## src/rtl/sram_arbiter.sv

```systemverilog
// Two-to-one arbiter sharing one SRAM-like master port between instruction fetch and data.
// Data has fixed priority; a starvation counter forces an inst grant after STARVE_LIMIT data wins.
module sram_arbiter #(
  parameter int unsigned STARVE_LIMIT = 4
) (
  input  logic        clk,
  input  logic        rst,

  input  logic        inst_req,
  input  logic        inst_wr,
  input  logic [1:0]  inst_size,
  input  logic [31:0] inst_addr,
  input  logic [31:0] inst_wdata,
  output logic        inst_addr_ok,
  output logic        inst_data_ok,
  output logic [31:0] inst_rdata,

  input  logic        data_req,
  input  logic        data_wr,
  input  logic [1:0]  data_size,
  input  logic [31:0] data_addr,
  input  logic [31:0] data_wdata,
  output logic        data_addr_ok,
  output logic        data_data_ok,
  output logic [31:0] data_rdata,

  output logic        m_req,
  output logic        m_wr,
  output logic [1:0]  m_size,
  output logic [31:0] m_addr,
  output logic [31:0] m_wdata,
  input  logic        m_addr_ok,
  input  logic        m_data_ok,
  input  logic [31:0] m_rdata
);

  typedef enum logic [1:0] {StIdle, StAddr, StResp} state_t;

  localparam logic [3:0] Limit = 4'(STARVE_LIMIT);

  state_t     r_state;
  logic       r_grant;      // 0 = inst, 1 = data
  logic [3:0] r_starve_cnt;

  logic w_inst_forced;
  logic w_in_addr;
  logic w_in_resp;
  logic w_addr_ok;
  logic w_data_ok;

  assign w_inst_forced = inst_req && (r_starve_cnt == Limit);

  always_ff @(posedge clk or negedge rst) begin
    if (!rst) begin
      r_state      <= StIdle;
      r_grant      <= 1'b0;
      r_starve_cnt <= 4'd0;
    end else begin
      unique case (r_state)
        StIdle: begin
          if (data_req && !w_inst_forced) begin
            r_grant      <= 1'b1;
            r_state      <= StAddr;
            // Counter only ever reaches Limit, where inst wins, so it saturates there.
            r_starve_cnt <= inst_req ? r_starve_cnt + 4'd1 : 4'd0;
          end else if (inst_req) begin
            r_grant      <= 1'b0;
            r_state      <= StAddr;
            r_starve_cnt <= 4'd0;
          end
        end
        StAddr: begin
          if (m_addr_ok) begin
            r_state <= m_data_ok ? StIdle : StResp;
          end
        end
        StResp: begin
          if (m_data_ok) begin
            r_state <= StIdle;
          end
        end
        default: r_state <= StIdle;
      endcase
    end
  end

  assign w_in_addr = (r_state == StAddr);
  assign w_in_resp = (r_state == StResp);
  assign w_addr_ok = w_in_addr && m_addr_ok;
  // Coincident addr_ok/data_ok in ADDR completes the transaction in one cycle.
  assign w_data_ok = (w_in_resp && m_data_ok) || (w_addr_ok && m_data_ok);

  always_comb begin
    m_req   = w_in_addr;
    m_wr    = 1'b0;
    m_size  = 2'b00;
    m_addr  = 32'd0;
    m_wdata = 32'd0;
    if (w_in_addr) begin
      m_wr    = r_grant ? data_wr    : inst_wr;
      m_size  = r_grant ? data_size  : inst_size;
      m_addr  = r_grant ? data_addr  : inst_addr;
      m_wdata = r_grant ? data_wdata : inst_wdata;
    end
  end

  assign inst_addr_ok = w_addr_ok && !r_grant;
  assign data_addr_ok = w_addr_ok &&  r_grant;
  assign inst_data_ok = w_data_ok && !r_grant;
  assign data_data_ok = w_data_ok &&  r_grant;

  assign inst_rdata = (r_state != StIdle) ? m_rdata : 32'd0;
  assign data_rdata = (r_state != StIdle) ? m_rdata : 32'd0;

endmodule

```

## config.mk

```make
export PLATFORM = sky130hd
export DESIGN_NAME = sram_arbiter
export DESIGN_NICKNAME = d
export VERILOG_FILES = /design/src/rtl/sram_arbiter.sv
export SDC_FILE = /design/constraint.sdc
export NUM_CORES = 1
export LEC_CHECK = 0
export BUFFER_PORTS_ARGS = -buffer_cell sky130_fd_sc_hd__buf_2
export CAP_MARGIN = 20
export CELL_PAD_IN_SITES_DETAIL_PLACEMENT = 0
export CELL_PAD_IN_SITES_GLOBAL_PLACEMENT = 1
export CORE_AREA = 4 4 118 120
export DETAILED_ROUTE_END_ITERATION = 12
export DIE_AREA = 0 0 122 124
export HOLD_SLACK_MARGIN = 0.1
export PLACE_DENSITY_LB_ADDON = 0.15
export SYNTH_ARGS = -nofsm -noshare
export SYNTH_HDL_FRONTEND = slang
export SYNTH_SLANG_ARGS = --single-unit
```

## constraint.sdc

```tcl
create_clock -name clk -period 2.9 [get_ports clk]
set_input_delay 0.145 -clock clk [delete_from_list [all_inputs] [get_ports clk]]
set_output_delay 0.145 -clock clk [all_outputs]
set_load 0.03 [all_outputs]
```

**Word level (Yosys, flattened, before mapping)**

Index checks and enable logic that the tools add are counted.

- Add/sub/neg operators: 1
- Equal/unequal tests: 6
- Mux-type cells: 20
- Reduce and logical (&&, ||, !) cells: 17

Operators by type and width:

| operator | count |
|---|---|
| 32-bit two-way mux | 5 |
| 2-bit two-way mux | 7 |
| 4-bit two-way mux | 3 |
| 1-bit logical AND | 9 |
| 2-bit case mux with 3 select lines | 1 |
| 4-bit by 1-bit adder with 4-bit output (second input constant) | 1 |
| 4-bit by 3-bit equality test with 1-bit output (second input constant) | 1 |
| 1-bit two-way mux | 4 |
| 2-bit inequality test (second input constant) | 2 |
| 2-bit nonzero test | 2 |
| 3-bit inequality test (second input constant) | 1 |
| 3-bit AND reduction | 1 |
| 2-bit by 1-bit equality test with 1-bit output (second input constant) | 1 |
| 2-bit equality test (second input constant) | 1 |
| 1-bit logical NOT | 2 |
| 2-bit logical NOT | 1 |
| 2-bit AND reduction | 1 |
| 1-bit logical OR | 1 |

- Bits in registers: 7
- Bits of input ports: 172

**Depth between registers and ports, before layout**

- Depth after elaboration: 6
- Gate-level depth with buffers: 5

**Worst setup path before layout**

Ideal clock, no wire load.

- Path kind: reg-to-output
- Start point: register r_state[1]
- End point: output inst_data_ok
- Arrival time: 1.714 ns
- Data required time: 2.755 ns
- Path slack: 1.041 ns
- Cell stages (with the launch flop): 6
- Path buffers: 1
- Cells stage by stage: dfrtp_1 > nand2b_1 > buf_4 > inv_2 > a21oi_2 > nor3b_1

- Longest elaborated chain between the ends: 5
- Elaborated cells between the ends (all ways): 7

Ends and longest elaborated chain:

| element | RTL line | text |
|---|---|---|
| start: declaration | 41 | `state_t r_state;` |
| start signal: assignment | 55 | `r_state <= StIdle;` |
| start signal: assignment | 63 | `r_state <= StAddr;` |
| start signal: assignment | 68 | `r_state <= StAddr;` |
| 2-bit by 1-bit equality test with 1-bit output | 87 | `assign w_in_addr = (r_state == StAddr);` |
| net m_req | 27 | `output logic m_req,` |
| 1-bit logical AND | 89 | `assign w_addr_ok = w_in_addr && m_addr_ok;` |
| 1-bit logical AND | 91 | `assign w_data_ok = (w_in_resp && m_data_ok) \|\| (w_addr_ok && m_data_ok);` |
| 1-bit logical OR | 91 |  |
| 1-bit logical AND | 109 | `assign inst_data_ok = w_data_ok && !r_grant;` |
| end: declaration | 15 | `output logic inst_data_ok,` |

The timed path passes the listed nets, and every way through them passes these cells.

**Worst setup path in the final report**

- Start point: register r_state[1]
- End point: output m_wdata[24]

- Longest elaborated chain between the ends: 2

Ends and longest elaborated chain:

| element | RTL line | text |
|---|---|---|
| 2-bit by 1-bit equality test with 1-bit output | 87 |  |
| 32-bit two-way mux | 99 | `if (w_in_addr) begin` |
| end: declaration | 31 | `output logic [31:0] m_wdata,` |

Every way passes these cells.

==> flow_summary.ini <==
[status]
status = finished, final reports clean

[yosys]
syn_inst = 259
synth_top_area_share_pct = 36.0
synth.distinct_cells = 30
synth-compound-area-share_pct = 3.90
synth_nets = 433
synthesis.area_um2 = 1890
synth_xor_area_share_pct = 0
avgSynthCellArea_um2 = 7.30
synth.area.mux_share_pct = 36.0
yosys.area_share.simple_pct = 29.8
synth_top_area_cell = mux2i_1
synth_area_leaders = mux2i_1, nor2_1, buf_4
synth_fa_ha_area_share_pct = 1.32
ys_seq_area_share_pct = 9.26
ys_ff_latch = 7
yosys_warnings = 0
synth_top_family_by_area = multiplexers

[power]
powerDensity_nw_per_um2 = 784
clock_power_share_pct = 8.5
p_int_mw = 1.05
p_sw_mw = 1.64
p_leak_nw = 2.25
vdd_drop_max_mv = 0.246
seq_power_share_pct = 9.7
switching_share_pct = 61.0
comb_power_share_pct = 81.8

[routing]
wl_per_cell_um = 14.9
postRouteAntennaNets = 0
drc_errors = 0
via_count = 2739
drtIter0Drc = 71
drt-vias-per-instance = 3.91
drtPass1Iterations = 3
routed_wl_mm = 10.4

[clocking]
clockBufferDepth = 2
cts.sinks = 7
htree_levels = 1
cts_setup_buffers = 0
cts-root-buf = clkbuf_16
cts_tree = built
insertion_delay_ns = 0.23
clkSlewWorstSetupHoldPaths_ns = 0.03
cts_buffers = 3
cts_resized = 0

[cells_and_area]
antenna_cells = 0
num-fill-cells = 1512
layout.nets = 699
most-common-layout-cells = buf_2, nor2_1, mux2i_1, nor2b_1, dfrtp_1
syn_to_final_growth_pct = 81.8
layout_commonest_cell = buf_2
final_layout_size_suffix_gt1_share_pct = 60.9
fin_area_um2 = 3440
fin_cells = 700

[min_path]
min_path_cells = 2
min_path_type = input pin to flip-flop

[floorplanning]
pin_count = 308
die_w_um = 122
die_area_um2 = 15100
rows = 42
die_y_um = 124
core_area_um2 = 13000
start_util_pct = 14.6

[worst_setup_path]
cp_cell_sequence = nand2b_2 > buf_12 > nor2_1 > buf_2
r2r_cells = 3
cp-start-kind = flip-flop
path_max_fanout = 47
worst_ep_arrival_time_ns = 1.92
critPathKind = flip-flop to primary output
cpPeakStageDelay_ns = 0.45
crit_path_end_kind = primary output
rr_endpoint = r_grant$_DFFE_PN0P_
r2r_slack_ns = 1.39
r2r-start = r_grant$_DFFE_PN0P_
crit_family = simple AND/OR/NAND/NOR gates
crit_required_ns = 2.76
worstSetupEndpoint = m_wdata[24]
path_buf_inv = 2
startpoint = r_state[1]$_DFFE_PN0P_
timing.critical_path.slowest_stage_cell = dfrtp_1
crit_cells = 4

[timing]
fin_skew_ns = 0.000606
rsz0062_at_grt = false
worst_pin_slew_ns = 0.623
finalHoldViolations = 0
period_share_pct = 71.1
period_needed_ns = 2.06
relSlewSlack_pct = 58.5
finalSetupTns_ns = 0
fmax_mhz = 485
slew_viol_final = 0
finalSetupViolations = 0

[global_routing]
grt_pass1_wl_mm = 14.5
antenna_found_initial = 0
overflow = 0
grt_max_degree = 48
grt_usage_pct = 12.2
first_global_vias = 2795

[place]
hpwlAfterDp_mm = 9.10
dp.cells = 695
gp_congestion = 0.718
io_buffers = 307
placed_area_um2 = 3350

[flow_run]
drv_cap = 0
## synth_stat cells
master,n
nor2_4,1
mux2i_1,68
inv_2,1
and2b_1,2
a32o_1,1
a21oi_2,1
nand3b_1,1
buf_6,4
a31oi_1,1
nor3_1,3
clkbuf_1,3
nand2b_1,1
a21oi_1,2
buf_2,11
nor2_1,69
a22o_1,1
nor3b_1,1
ha_1,2
nand3_1,2
nor2b_1,31
and3b_1,1
a211oi_1,1
nor4b_1,1
nand2_1,2
inv_1,3
dfrtp_1,7
o2bb2ai_1,2
o21ai_0,1
and3_1,2
buf_4,33
## power by group through the flow
stage	Combinational, mW	Clock [mW]	Sequential, mW
2_1_floorplan	1.78	0	0.149
3_3_place_gp	2.25	0	0.262
3_5_place_dp	2.24	0	0.263
4_1_cts	2.25	0.234	0.262
5_1_grt	2.36	0.245	0.273
6_report	2.20	0.230	0.260
## area by class of cell
type                            instances  area (µm²)  share of cell area (%)
Clock buffer                            4        78.8                    2.29
Multi-Input combinational cell        197        1350                    39.1
Tap cell                              176         220                    6.40
Sequential cell                         7         179                    5.20
Inverter                                4        15.0                   0.437
Timing Repair Buffer                  312        1600                    46.6
## through the flow
stage / utilization [%] / hold WS [ns] / worst slack, ns / total power, mW
final: 26.5 / 0.114 / 0.837 / 2.70
after global routing: 26.5 / 0.120 / 0.730 / 2.88
after CTS: 26.5 / 0.120 / 0.770 / 2.75
after detailed placement: 25.8 / -0.000832 / 1.02 / 2.50
after global placement: 25.8 / 0.00544 / 1.05 / 2.51
after floorplan: - / -0.151 / 1.04 / 1.93
## routing by layer
layer | vias to the layer above | share of wire, % | track usage (%)
met5 | - | 0 | 0
met4 | 0 | 1.3 | 2.59
met3 | 6 | 12 | 3.27
met2 | 188 | 53 | 25.1
met1 | 1190 | 34 | 11.9
li1 | 1355 | - | -
## logic make-up after synthesis
| group | after synthesis |
|---|---|
| DFF | 7 |
| and+or+nand+nor | 117 |
| AOI/OAI and AO/OA | 10 |
| adders and majority gates | 2 |
| muxes | 68 |
| buffers and inverters | 55 |
## flip-flops by register name, indices dropped and copies added (netlist names)
| signal | flops |
|---|---|
| r_starve_cnt | 4 |
| r_grant | 1 |
| r_state | 2 |
## timing repair
item                                    CTS  global route
endpoints found under the hold margin     7             0
hold buffers                              1             0
endpoints found under the setup margin    0             0
## worst min path at each step
stage,start,slack (ns),to
floorplan,rst,-0.15,r_grant$_DFFE_PN0P_
global placement,rst,0.005,r_grant$_DFFE_PN0P_
detailed placement,rst,-0.0008,r_grant$_DFFE_PN0P_
CTS,m_data_ok,0.12,r_state[1]$_DFFE_PN0P_
global route,m_data_ok,0.12,r_state[1]$_DFFE_PN0P_
finish,m_data_ok,0.11,r_state[1]$_DFFE_PN0P_
## worst reg2reg max path: stages (launching register included)
cell,delay [ns]
dfrtp_4,0.81
buf_12,0.33
a21oi_1,0.10
a31oi_1,0.17
(Power assumes the default switching activity.)
